==> src/rtl/sid_cmd_decoder.sv <==
// sid_cmd_decoder: turns an {address, data} byte stream into
// rate-limited register writes for one or more SID chips.
module sid_cmd_decoder #(
  parameter int NUM_SIDS     = 1,
  parameter int ADDR_W       = 5,
  parameter int DEPTH        = 8,
  parameter int TIMEOUT_CYC  = 0,
  parameter int DROP_ON_FULL = 0
) (
  input  logic                       clk,
  input  logic                       rst,
  input  logic                       clk_en,
  input  logic [7:0]                 in_tdata,
  input  logic                       in_tvalid,
  output logic                       in_tready,
  output logic [ADDR_W-1:0]          sid_addr,
  output logic [7:0]                 sid_data,
  output logic [NUM_SIDS-1:0]        sid_n_cs,
  output logic [$clog2(DEPTH+1)-1:0] fifo_level,
  output logic [7:0]                 err_cnt,
  output logic [7:0]                 ovf_cnt,
  output logic                       timeout_pulse
);

  localparam int CHIP_W = 8 - ADDR_W;
  localparam int PTR_W  = $clog2(DEPTH);
  localparam int LVL_W  = $clog2(DEPTH + 1);
  localparam int ENT_W  = CHIP_W + ADDR_W + 8;
  localparam int TCNT_W = (TIMEOUT_CYC > 1) ? $clog2(TIMEOUT_CYC) : 1;
  localparam int TLIM   = (TIMEOUT_CYC > 0) ? TIMEOUT_CYC - 1 : 0;
  localparam logic [CHIP_W:0] NS_L = (CHIP_W + 1)'(NUM_SIDS);

  typedef enum logic {
    S_ADDR,
    S_DATA
  } state_t;

  state_t              state;
  state_t              state_nx;
  logic [CHIP_W-1:0]   chip_q;
  logic [ADDR_W-1:0]   reg_q;
  logic [TCNT_W-1:0]   tcnt;
  logic [TCNT_W-1:0]   tcnt_nx;

  logic [ENT_W-1:0]    mem [DEPTH];
  logic [PTR_W-1:0]    wr_ptr;
  logic [PTR_W-1:0]    rd_ptr;
  logic [LVL_W-1:0]    level;

  logic                full;
  logic                empty;
  logic                accept;
  logic                addr_ok;
  logic [CHIP_W-1:0]   addr_chip;
  logic                latch;
  logic                push;
  logic                pop;
  logic                drop;
  logic                rej;
  logic                tmo;

  logic [ENT_W-1:0]    head;
  logic [CHIP_W-1:0]   head_chip;
  logic [NUM_SIDS-1:0] cs_dec;

  assign full       = (level == LVL_W'(DEPTH));
  assign empty      = (level == '0);
  assign fifo_level = level;

  // ready depends only on registered state, never on the pop side
  assign in_tready = (DROP_ON_FULL != 0) || (state == S_ADDR) || !full;
  assign accept    = in_tvalid && in_tready;
  assign addr_chip = in_tdata[7:ADDR_W];
  assign addr_ok   = ({1'b0, addr_chip} < NS_L);
  assign pop       = clk_en && !empty;

  assign head      = mem[rd_ptr];
  assign head_chip = head[ENT_W-1 -: CHIP_W];

  // pair parser: next state, FIFO push, error and timeout events
  always_comb begin
    state_nx = state;
    tcnt_nx  = tcnt;
    latch    = 1'b0;
    push     = 1'b0;
    drop     = 1'b0;
    rej      = 1'b0;
    tmo      = 1'b0;
    unique case (state)
      S_ADDR: begin
        if (accept) begin
          if (addr_ok) begin
            latch    = 1'b1;
            tcnt_nx  = '0;
            state_nx = S_DATA;
          end else begin
            rej = 1'b1;
          end
        end
      end
      S_DATA: begin
        if (accept) begin
          state_nx = S_ADDR;
          if (full) drop = 1'b1;
          else      push = 1'b1;
        end else if (TIMEOUT_CYC != 0 &&
                     tcnt == TCNT_W'(TLIM)) begin
          tmo      = 1'b1;
          state_nx = S_ADDR;
        end else begin
          tcnt_nx = tcnt + 1'b1;
        end
      end
    endcase
  end

  // parser state, latched address and timeout counter
  always_ff @(posedge clk) begin
    if (rst) begin
      state         <= S_ADDR;
      tcnt          <= '0;
      chip_q        <= '0;
      reg_q         <= '0;
      timeout_pulse <= 1'b0;
    end else begin
      state         <= state_nx;
      tcnt          <= tcnt_nx;
      timeout_pulse <= tmo;
      if (latch) begin
        chip_q <= addr_chip;
        reg_q  <= in_tdata[ADDR_W-1:0];
      end
    end
  end

  // FIFO storage; contents need no reset since level gates reads
  always_ff @(posedge clk) begin
    if (push) mem[wr_ptr] <= {chip_q, reg_q, in_tdata};
  end

  // FIFO pointers and occupancy
  always_ff @(posedge clk) begin
    if (rst) begin
      wr_ptr <= '0;
      rd_ptr <= '0;
      level  <= '0;
    end else begin
      if (push) wr_ptr <= wr_ptr + 1'b1;
      if (pop)  rd_ptr <= rd_ptr + 1'b1;
      unique case ({push, pop})
        2'b10:   level <= level + 1'b1;
        2'b01:   level <= level - 1'b1;
        default: ;
      endcase
    end
  end

  // one-hot active-low select for the head entry's chip
  always_comb begin
    cs_dec = '0;
    for (int i = 0; i < NUM_SIDS; i++) begin
      cs_dec[i] = (head_chip == CHIP_W'(i));
    end
  end

  // issue one write per clk_en period, holding it until the next
  always_ff @(posedge clk) begin
    if (rst) begin
      sid_addr <= '0;
      sid_data <= '0;
      sid_n_cs <= '1;
    end else if (clk_en) begin
      if (!empty) begin
        sid_addr <= head[8 +: ADDR_W];
        sid_data <= head[7:0];
        sid_n_cs <= ~cs_dec;
      end else begin
        sid_n_cs <= '1;
      end
    end
  end

  // saturating error and overflow counters
  always_ff @(posedge clk) begin
    if (rst) begin
      err_cnt <= '0;
      ovf_cnt <= '0;
    end else begin
      if (rej && err_cnt != 8'hFF)  err_cnt <= err_cnt + 1'b1;
      if (drop && ovf_cnt != 8'hFF) ovf_cnt <= ovf_cnt + 1'b1;
    end
  end

endmodule

==> config.mk <==
export PLATFORM = sky130hd
export DESIGN_NAME = sid_cmd_decoder
export DESIGN_NICKNAME = d
export VERILOG_FILES = /design/src/rtl/sid_cmd_decoder.sv
export SDC_FILE = /design/constraint.sdc
export NUM_CORES = 1
export LEC_CHECK = 0
export CORE_MARGIN = 4
export CORE_UTILIZATION = 45
export CTS_CLUSTER_DIAMETER = 200
export DETAILED_ROUTE_END_ITERATION = 12
export GPL_ROUTABILITY_DRIVEN = 0
export SETUP_SLACK_MARGIN = 0.1
export SLEW_MARGIN = 5
export SYNTH_ARGS = -nofsm -noshare
export SYNTH_HDL_FRONTEND = slang
export SYNTH_SLANG_ARGS = --single-unit
==> constraint.sdc <==
create_clock -name clk -period 5 [get_ports clk]
set_input_delay 0.5 -clock clk [delete_from_list [all_inputs] [get_ports clk]]
set_output_delay 0.5 -clock clk [all_outputs]
set_load 0.01 [all_outputs]
==> out/qor.tcl, run 1 <==
set qor(area_delta_synth_final_pct) 17.7
set qor(worst-r2r-setup-slack_ns) 2.38
set qor(rows) 44
set qor(yosysTopAreaCell) {sky130_fd_sc_hd__edfxtp_1}
set qor(final_cell_mix) {sky130_fd_sc_hd__edfxtp_1 (128), sky130_fd_sc_hd__dfxtp_1 (50), sky130_fd_sc_hd__clkdlybuf4s50_1 (46), sky130_fd_sc_hd__mux4_2 (27), sky130_fd_sc_hd__a21oi_1 (26)}
set qor(fin_worst_hold_slack_ns) 0.466
set qor(worstSetupStartpoint) {fifo_level[0]}
set qor(placedInstanceArea_sq_mm) 0.00744
set qor(cts_num_sinks) 180
set qor(required_ns) 5.33
set qor(syn_inst) 407
set qor(place_inst) 628
set qor(synthMuxAreaShare) 0.115
set qor(grt_first_pass_wirelength_mm) 20.6
set qor(htree_levels) 4
set qor(setup_viol) 0
set qor(crit_path_start_kind) {flop}
set qor(leakage_uw) 0.00251
set qor(yosys-top-cells-area) {sky130_fd_sc_hd__edfxtp_1 (57%), sky130_fd_sc_hd__dfxtp_1 (15%), sky130_fd_sc_hd__mux4_2 (9.0%)}
set qor(pre_cts_slack_ns) 2.09
set qor(post_synthesis_sequential_element_count) 180
set qor(max-cap-violations) 0
set qor(post-route-period-util) 0.524
set qor(synthDistinctLibCells) 43
set qor(cts.hold.buffers_added) 0
set qor(synth_warnings) 0
set qor(postLayoutSetupSlackWorst_ns) 2.38
set qor(endpoint_of_the_most_critical_setup_path) {fifo_level[2]}
set qor(placement.io_buffers) 46
set qor(ant_nets) 0
set qor(finalWirelength_mm) 13.5
set qor(detailedRoute.firstPassIterationCount) 4
set qor(setup_tns_ns) 0
set qor(fillcell_total) 1175
set qor(synthSimpleGateAreaFrac) 0.0753
set qor(cts-buffers-inserted) 17
set qor(compound_gate_fraction_of_synth_area) 0.0466
set qor(outcome) {finished clean}
set qor(seqCellArea_sq_mm) 0.00489
set qor(worstPathMaxFanout) 9
set qor(number_of_global_route_vias_before_repair) 3582
set qor(detailroute.via_count) 3605
set qor(ios) 48
set qor(cts_tree) {built}
set qor(core_area_sq_mm) 0.0146
set qor(fp.dieH_um) 131
set qor(gates_resized_cts_repair) 0
set qor(power-per-cell-area_mw_per_mm2) 364
set qor(maxSlewViolCount) 0
set qor(critical_path.endpoint_type) {flop}
set qor(ff2ff_path_depth) 9
set qor(max_freq_mhz) 382
set qor(synth_fa_ha_area_frac) 0.0111
set qor(finClkSkew_ns) 0.00702
set qor(relSlewSlack) 0.236
set qor(largest_family_of_logic_cells_by_synthesized_area) {multiplexers}
set qor(synthesis.nets) 425
set qor(hold_path.class) {flop to flop}
set qor(drive_gt1_frac) 0.153
set qor(floorplan.die_area_sq_mm) 0.0171
set qor(layout_min_cycle_time_ns) 2.62
set qor(initial_utilization) 0.462
set qor(die_width_um) 131
set qor(synth_area_per_cell_sq_um) 16.6
set qor(ys_async_sr_fraction) 0
set qor(grt_setup_unrepaired) {false}
set qor(cts_buffer_depth) 2
set qor(post_cts.repair.setup_buffers) 0
set qor(clk_latency_ns) 0.42
set qor(hold_viol) 0
set qor(synth-edff-count) 128
set qor(crit_type) {flop to flop}
set qor(rr_startpoint) {fifo_level[0]}
set qor(yosys.area.top_type_share) 0.568
set qor(synthXorXnorAreaFrac) 0.00906
set qor(antennaDiodeCount) 0
set qor(worst_pin_slew_ns) 1.14
set qor(global_route.usage.total) 0.168
set qor(first_iter_violations) 208
set qor(post-route-drc-count) 0
set qor(final_net_count) 481
set qor(clk_root_buffer_cell) {sky130_fd_sc_hd__clkbuf_16}
set qor(worst_endpoint_data_arrival_time_ns) 2.95
set qor(post_drt_via_cell_ratio) 5.46
set qor(post_layout_nonfiller_instances) 660
set qor(irDropWorstVdd_v) 0.000261
set qor(avgRoutedWirePerCell_um) 20.4
set qor(worst_r2r_endpoint) {fifo_level[2]}
set qor(synth-main-ff-cell) {sky130_fd_sc_hd__edfxtp_1}
set qor(gr-total-overflow) 0
set qor(multi_input_gate_area_sq_mm) 0.00176
set qor(antenna_found_initial) 0
set qor(cts.reportedPaths.clkPinSlew_ns) 0.06
set qor(stdcell_area_sq_mm) 0.00796
set qor(netlist_area_sq_mm) 0.00677
set qor(seq_area_frac_synth) 0.722
set qor(place_hpwl_mm) 7.88
set qor(grt_start_max_net_pins) 32
set qor(layout.cells.most_common) {sky130_fd_sc_hd__edfxtp_1}
-- where the power goes --
| group | switching (uW) | total [uW] | internal (uW) |
|---|---|---|---|
| Clock | 521 | 1200 | 677 |
| Combinational | 47.3 | 91.1 | 43.8 |
| Sequential | 12.7 | 1610 | 1600 |
| Total | 581 | 2900 | 2320 |
-- critical path: stages, from the launching register on --
cell,delay [ns]
sky130_fd_sc_hd__dfxtp_1,0.41
sky130_fd_sc_hd__or4b_4,0.60
sky130_fd_sc_hd__nand3_1,0.21
sky130_fd_sc_hd__ha_1,0.28
sky130_fd_sc_hd__xor2_1,0.18
sky130_fd_sc_hd__ha_1,0.17
sky130_fd_sc_hd__a21oi_1,0.05
sky130_fd_sc_hd__xor2_1,0.16
sky130_fd_sc_hd__or3_1,0.30
sky130_fd_sc_hd__a21oi_1,0.16
-- state kept, by name, summed over array words and instances (netlist names), 3 cells and up, named ones only --
signal,flops
mem,128
chip_q,3
sid_data,8
ovf_cnt,8
err_cnt,8
wr_ptr,3
sid_addr,5
reg_q,5
fifo_level,4
rd_ptr,3
-- synthesized netlist by cell type (2+ instances only) --
master                     instances
sky130_fd_sc_hd__and3_1            3
sky130_fd_sc_hd__nor4_1            2
sky130_fd_sc_hd__edfxtp_1        128
sky130_fd_sc_hd__nor3_1            9
sky130_fd_sc_hd__xor2_1            6
sky130_fd_sc_hd__buf_2             7
sky130_fd_sc_hd__buf_1             2
sky130_fd_sc_hd__nand4_1           3
sky130_fd_sc_hd__or3_1             4
sky130_fd_sc_hd__nand3_1          11
sky130_fd_sc_hd__mux4_2           27
sky130_fd_sc_hd__nand2_1          16
sky130_fd_sc_hd__inv_1             5
sky130_fd_sc_hd__ha_1              6
sky130_fd_sc_hd__buf_6             3
sky130_fd_sc_hd__or4_1             4
sky130_fd_sc_hd__clkbuf_1          5
sky130_fd_sc_hd__o31ai_1           2
sky130_fd_sc_hd__mux2i_1          16
sky130_fd_sc_hd__nand2b_1          4
sky130_fd_sc_hd__nor4b_1           3
sky130_fd_sc_hd__nor2_1           19
sky130_fd_sc_hd__nor2b_1           9
sky130_fd_sc_hd__buf_4             3
sky130_fd_sc_hd__a21oi_1          26
sky130_fd_sc_hd__dfxtp_1          52
sky130_fd_sc_hd__a211oi_1          3
sky130_fd_sc_hd__o21ai_0          14
-- routing by layer --
metal / global-route usage / routed length, um / up-vias
li1: - / - / 1685
met4: 0.0653 / 193 / 0
met2: 0.271 / 6930 / 65
met5: 0 / 0 / -
met3: 0.0407 / 513 / 13
met1: 0.220 / 5840 / 1842
-- stage by stage --
stage | power [uW] | utilization
after floorplan | 1690 | -
after global placement | 1730 | 0.508
after detailed placement | 1740 | 0.508
after CTS | 2920 | 0.544
after global routing | 3000 | 0.544
final | 2900 | 0.544
-- final cells by class --
class | instances | area share
Clock buffer | 28 | 0.0624
Clock inverter | 4 | 0.00346
Inverter | 5 | 0.00236
Multi-Input combinational cell | 202 | 0.221
Sequential cell | 180 | 0.614
Tap cell | 184 | 0.0289
Timing Repair Buffer | 57 | 0.0682
-- worst min path at each step --
stage | startpoint | slack, ns | to | depth (start not counted)
after floorplan | rd_ptr[1] | 0.45 | flop | 2
after global placement | ovf_cnt[5] | 0.45 | ovf_cnt[5] | 1
after detailed placement | ovf_cnt[6] | 0.46 | ovf_cnt[6] | 1
after CTS | ovf_cnt[1] | 0.47 | ovf_cnt[1] | 1
after global routing | ovf_cnt[1] | 0.48 | ovf_cnt[1] | 1
final | ovf_cnt[1] | 0.47 | ovf_cnt[1] | 1
-- logic make-up (layout without fill, tap and decap cells) --
| family | Yosys count | count (layout) |
|---|---|---|
| xor gates and xnor gates | 7 | 7 |
| other | 1 | 1 |
| and+or+nand+nor | 93 | 93 |
| adders and majority gates | 6 | 6 |
| DFF | 180 | 180 |
| buffers and inverters | 25 | 94 |
| muxes | 44 | 44 |
| AOI/OAI and AO/OA | 51 | 51 |
Note: power is estimated with default switching activity, not from simulation.
==> inputs of run 2 (changes only) <==
Clock period 5 ns to 2.5 ns, I/O delays scaled along.
==> out/qor.tcl, run 2 (synthesized netlist as in run 1, its figures left out) <==
set qor(cts_buffer_depth) 2
set qor(critical_path.endpoint_type) {flop}
set qor(required_ns) 2.86
set qor(drive_gt1_frac) 0.193
set qor(critical_path.max_stage_delay_ns) 0.50
set qor(crit_type) {flop to flop}
set qor(worstPathMaxFanout) 6
set qor(post-route-drc-count) 0
set qor(antennaDiodeCount) 0
set qor(power-per-cell-area_mw_per_mm2) 756
set qor(layout.cells.most_common) {sky130_fd_sc_hd__edfxtp_1}
set qor(place_hpwl_mm) 7.94
set qor(outcome) {finished clean}
set qor(cts.reportedPaths.clkPinSlew_ns) 0.06
set qor(switching_power_uw) 1230
set qor(area_delta_synth_final_pct) 21.4
set qor(finClkSkew_ns) 0.00496
set qor(first_iter_violations) 208
set qor(fp.dieH_um) 131
set qor(rows) 44
set qor(cts_tree) {built}
set qor(hold_viol) 0
set qor(post_cts.repair.setup_buffers) 0
set qor(relSlewSlack) 0.570
set qor(ios) 48
set qor(postLayoutSetupSlackWorst_ns) 0.209
set qor(max_flop_register) {mem}
set qor(core_area_sq_mm) 0.0146
set qor(worst_pin_slew_ns) 0.644
set qor(met2RoutedLength_mm) 6.99
set qor(cts_num_sinks) 180
set qor(gr-total-overflow) 0
set qor(pre_cts_slack_ns) 0.140
set qor(share_clk_of_total_power) 0.450
set qor(crit_path_start_kind) {flop}
set qor(clk_root_buffer_cell) {sky130_fd_sc_hd__clkbuf_16}
set qor(htree_levels) 4
set qor(fillcell_total) 1143
set qor(clk_latency_ns) 0.42
set qor(critical_path.slowest_cell) {sky130_fd_sc_hd__or4b_4}
set qor(post_drt_via_cell_ratio) 5.45
set qor(max-cap-violations) 0
set qor(finalWirelength_mm) 13.1
set qor(power_switching_share) 0.199
set qor(grt_setup_unrepaired) {false}
set qor(internal_power_uw) 4970
set qor(number_of_global_route_vias_before_repair) 3754
set qor(p_comb_frac) 0.032
set qor(die_width_um) 131
set qor(detailroute.via_count) 3660
set qor(ant_nets) 0
set qor(post-route-period-util) 0.916
set qor(hold_path.class) {flop to flop}
set qor(crit_path_cell_trace) {or4b_4 -> nand3_1 -> ha_2 -> xor2_1 -> ha_1 -> a21oi_2 -> xor2_1 -> or3_1 -> a21oi_1}
set qor(antenna_found_initial) 0
set qor(final_cell_mix) {sky130_fd_sc_hd__edfxtp_1 (128), sky130_fd_sc_hd__dfxtp_1 (50), sky130_fd_sc_hd__clkdlybuf4s50_1 (46), sky130_fd_sc_hd__mux4_2 (27), sky130_fd_sc_hd__a21oi_1 (25)}
set qor(routedLengthMet1_mm) 5.46
set qor(highest-signal-layer) {met4}
set qor(avgRoutedWirePerCell_um) 19.5
set qor(max_reg_flops) 128
set qor(worst_endpoint_data_arrival_time_ns) 2.65
set qor(wl_met3_um) 434
set qor(maxSlewViolCount) 0
set qor(grt_first_pass_wirelength_mm) 20.5
set qor(initial_utilization) 0.462
set qor(irDropWorstVdd_v) 0.000510
set qor(leakage_uw) 0.00264
set qor(setup_viol) 0
set qor(grt_start_max_net_pins) 30
set qor(placement.io_buffers) 46
set qor(cts-buffers-inserted) 17
set qor(detailedRoute.firstPassIterationCount) 4
set qor(floorplan.die_area_sq_mm) 0.0171
set qor(sequentialPowerShare) 0.518
set qor(global_route.usage.total) 0.165
set qor(max_freq_mhz) 436
set qor(final_net_count) 492
set qor(setup_tns_ns) 0
set qor(crit_path_frequent_cell) {sky130_fd_sc_hd__xor2_1}
set qor(layout_min_cycle_time_ns) 2.29
[run 2: path summary, 6_finish.rpt]
check,startpoint,endpoint,slack (ns),cells past startpoint
max,fifo_level[3],fifo_level[2],0.21,9
min,ovf_cnt[2],ovf_cnt[2],0.46,1
max reg2reg,fifo_level[3],fifo_level[2],0.21,9
min reg2reg,ovf_cnt[2],ovf_cnt[2],0.46,1
[run 2: area by class of cell]
| class | instances | area, sq um | share of cell area |
|---|---|---|---|
| clock buffer | 17 | 425 | 0.0518 |
| timing repair buffer | 68 | 676 | 0.0823 |
| multi-input combinational | 202 | 1770 | 0.216 |
| clock inverter | 15 | 205 | 0.0250 |
| inverter | 5 | 18.8 | 0.00228 |
| tap | 184 | 230 | 0.0280 |
| sequential | 180 | 4890 | 0.595 |
[run 2: what timing repair did]
item                                    in CTS  in global routing
endpoints found under the setup margin       0                  2
hold buffers                                 0                  0
resized for setup                            0                  1
[run 2: worst max-delay path: cells and delay by family, from the launching register on]
family,cells,cell delay (ns)
xor+xnor,2,0.30
flops,1,0.39
compound gates,2,0.18
simple gates,3,0.93
fa+ha+maj,2,0.43
[run 2: per-stage QoR]
stage | cell area, sq um | hold WS [ns] | utilization | cells | total power, uW
final | 8210 | 0.464 | 0.561 | 671 | 6210
after CTS | 8210 | 0.468 | 0.561 | 671 | 6270
after global routing | 8210 | 0.479 | 0.561 | 671 | 6430
after detailed placement | 7580 | 0.454 | 0.518 | 639 | 3480
after global placement | 7580 | 0.453 | 0.518 | 639 | 3480
after floorplan | 6800 | 0.349 | - | 407 | 3390
[run 2: power groups by stage]
stage               registers (uW)  logic [uW]  clock network [uW]
floorplan                     3280         105                   0
global placement              3280         195                   0
detailed placement            3280         199                   0
finish                        3220         197                2790
global route                  3220         217                3000
CTS                           3220         200                2860
[run 2: metal layers]
metal  vias up  GRT usage
met2        66      0.288
met3        15     0.0346
met1      1865      0.205
met5         -          0
li1       1714          -
met4         0     0.0575
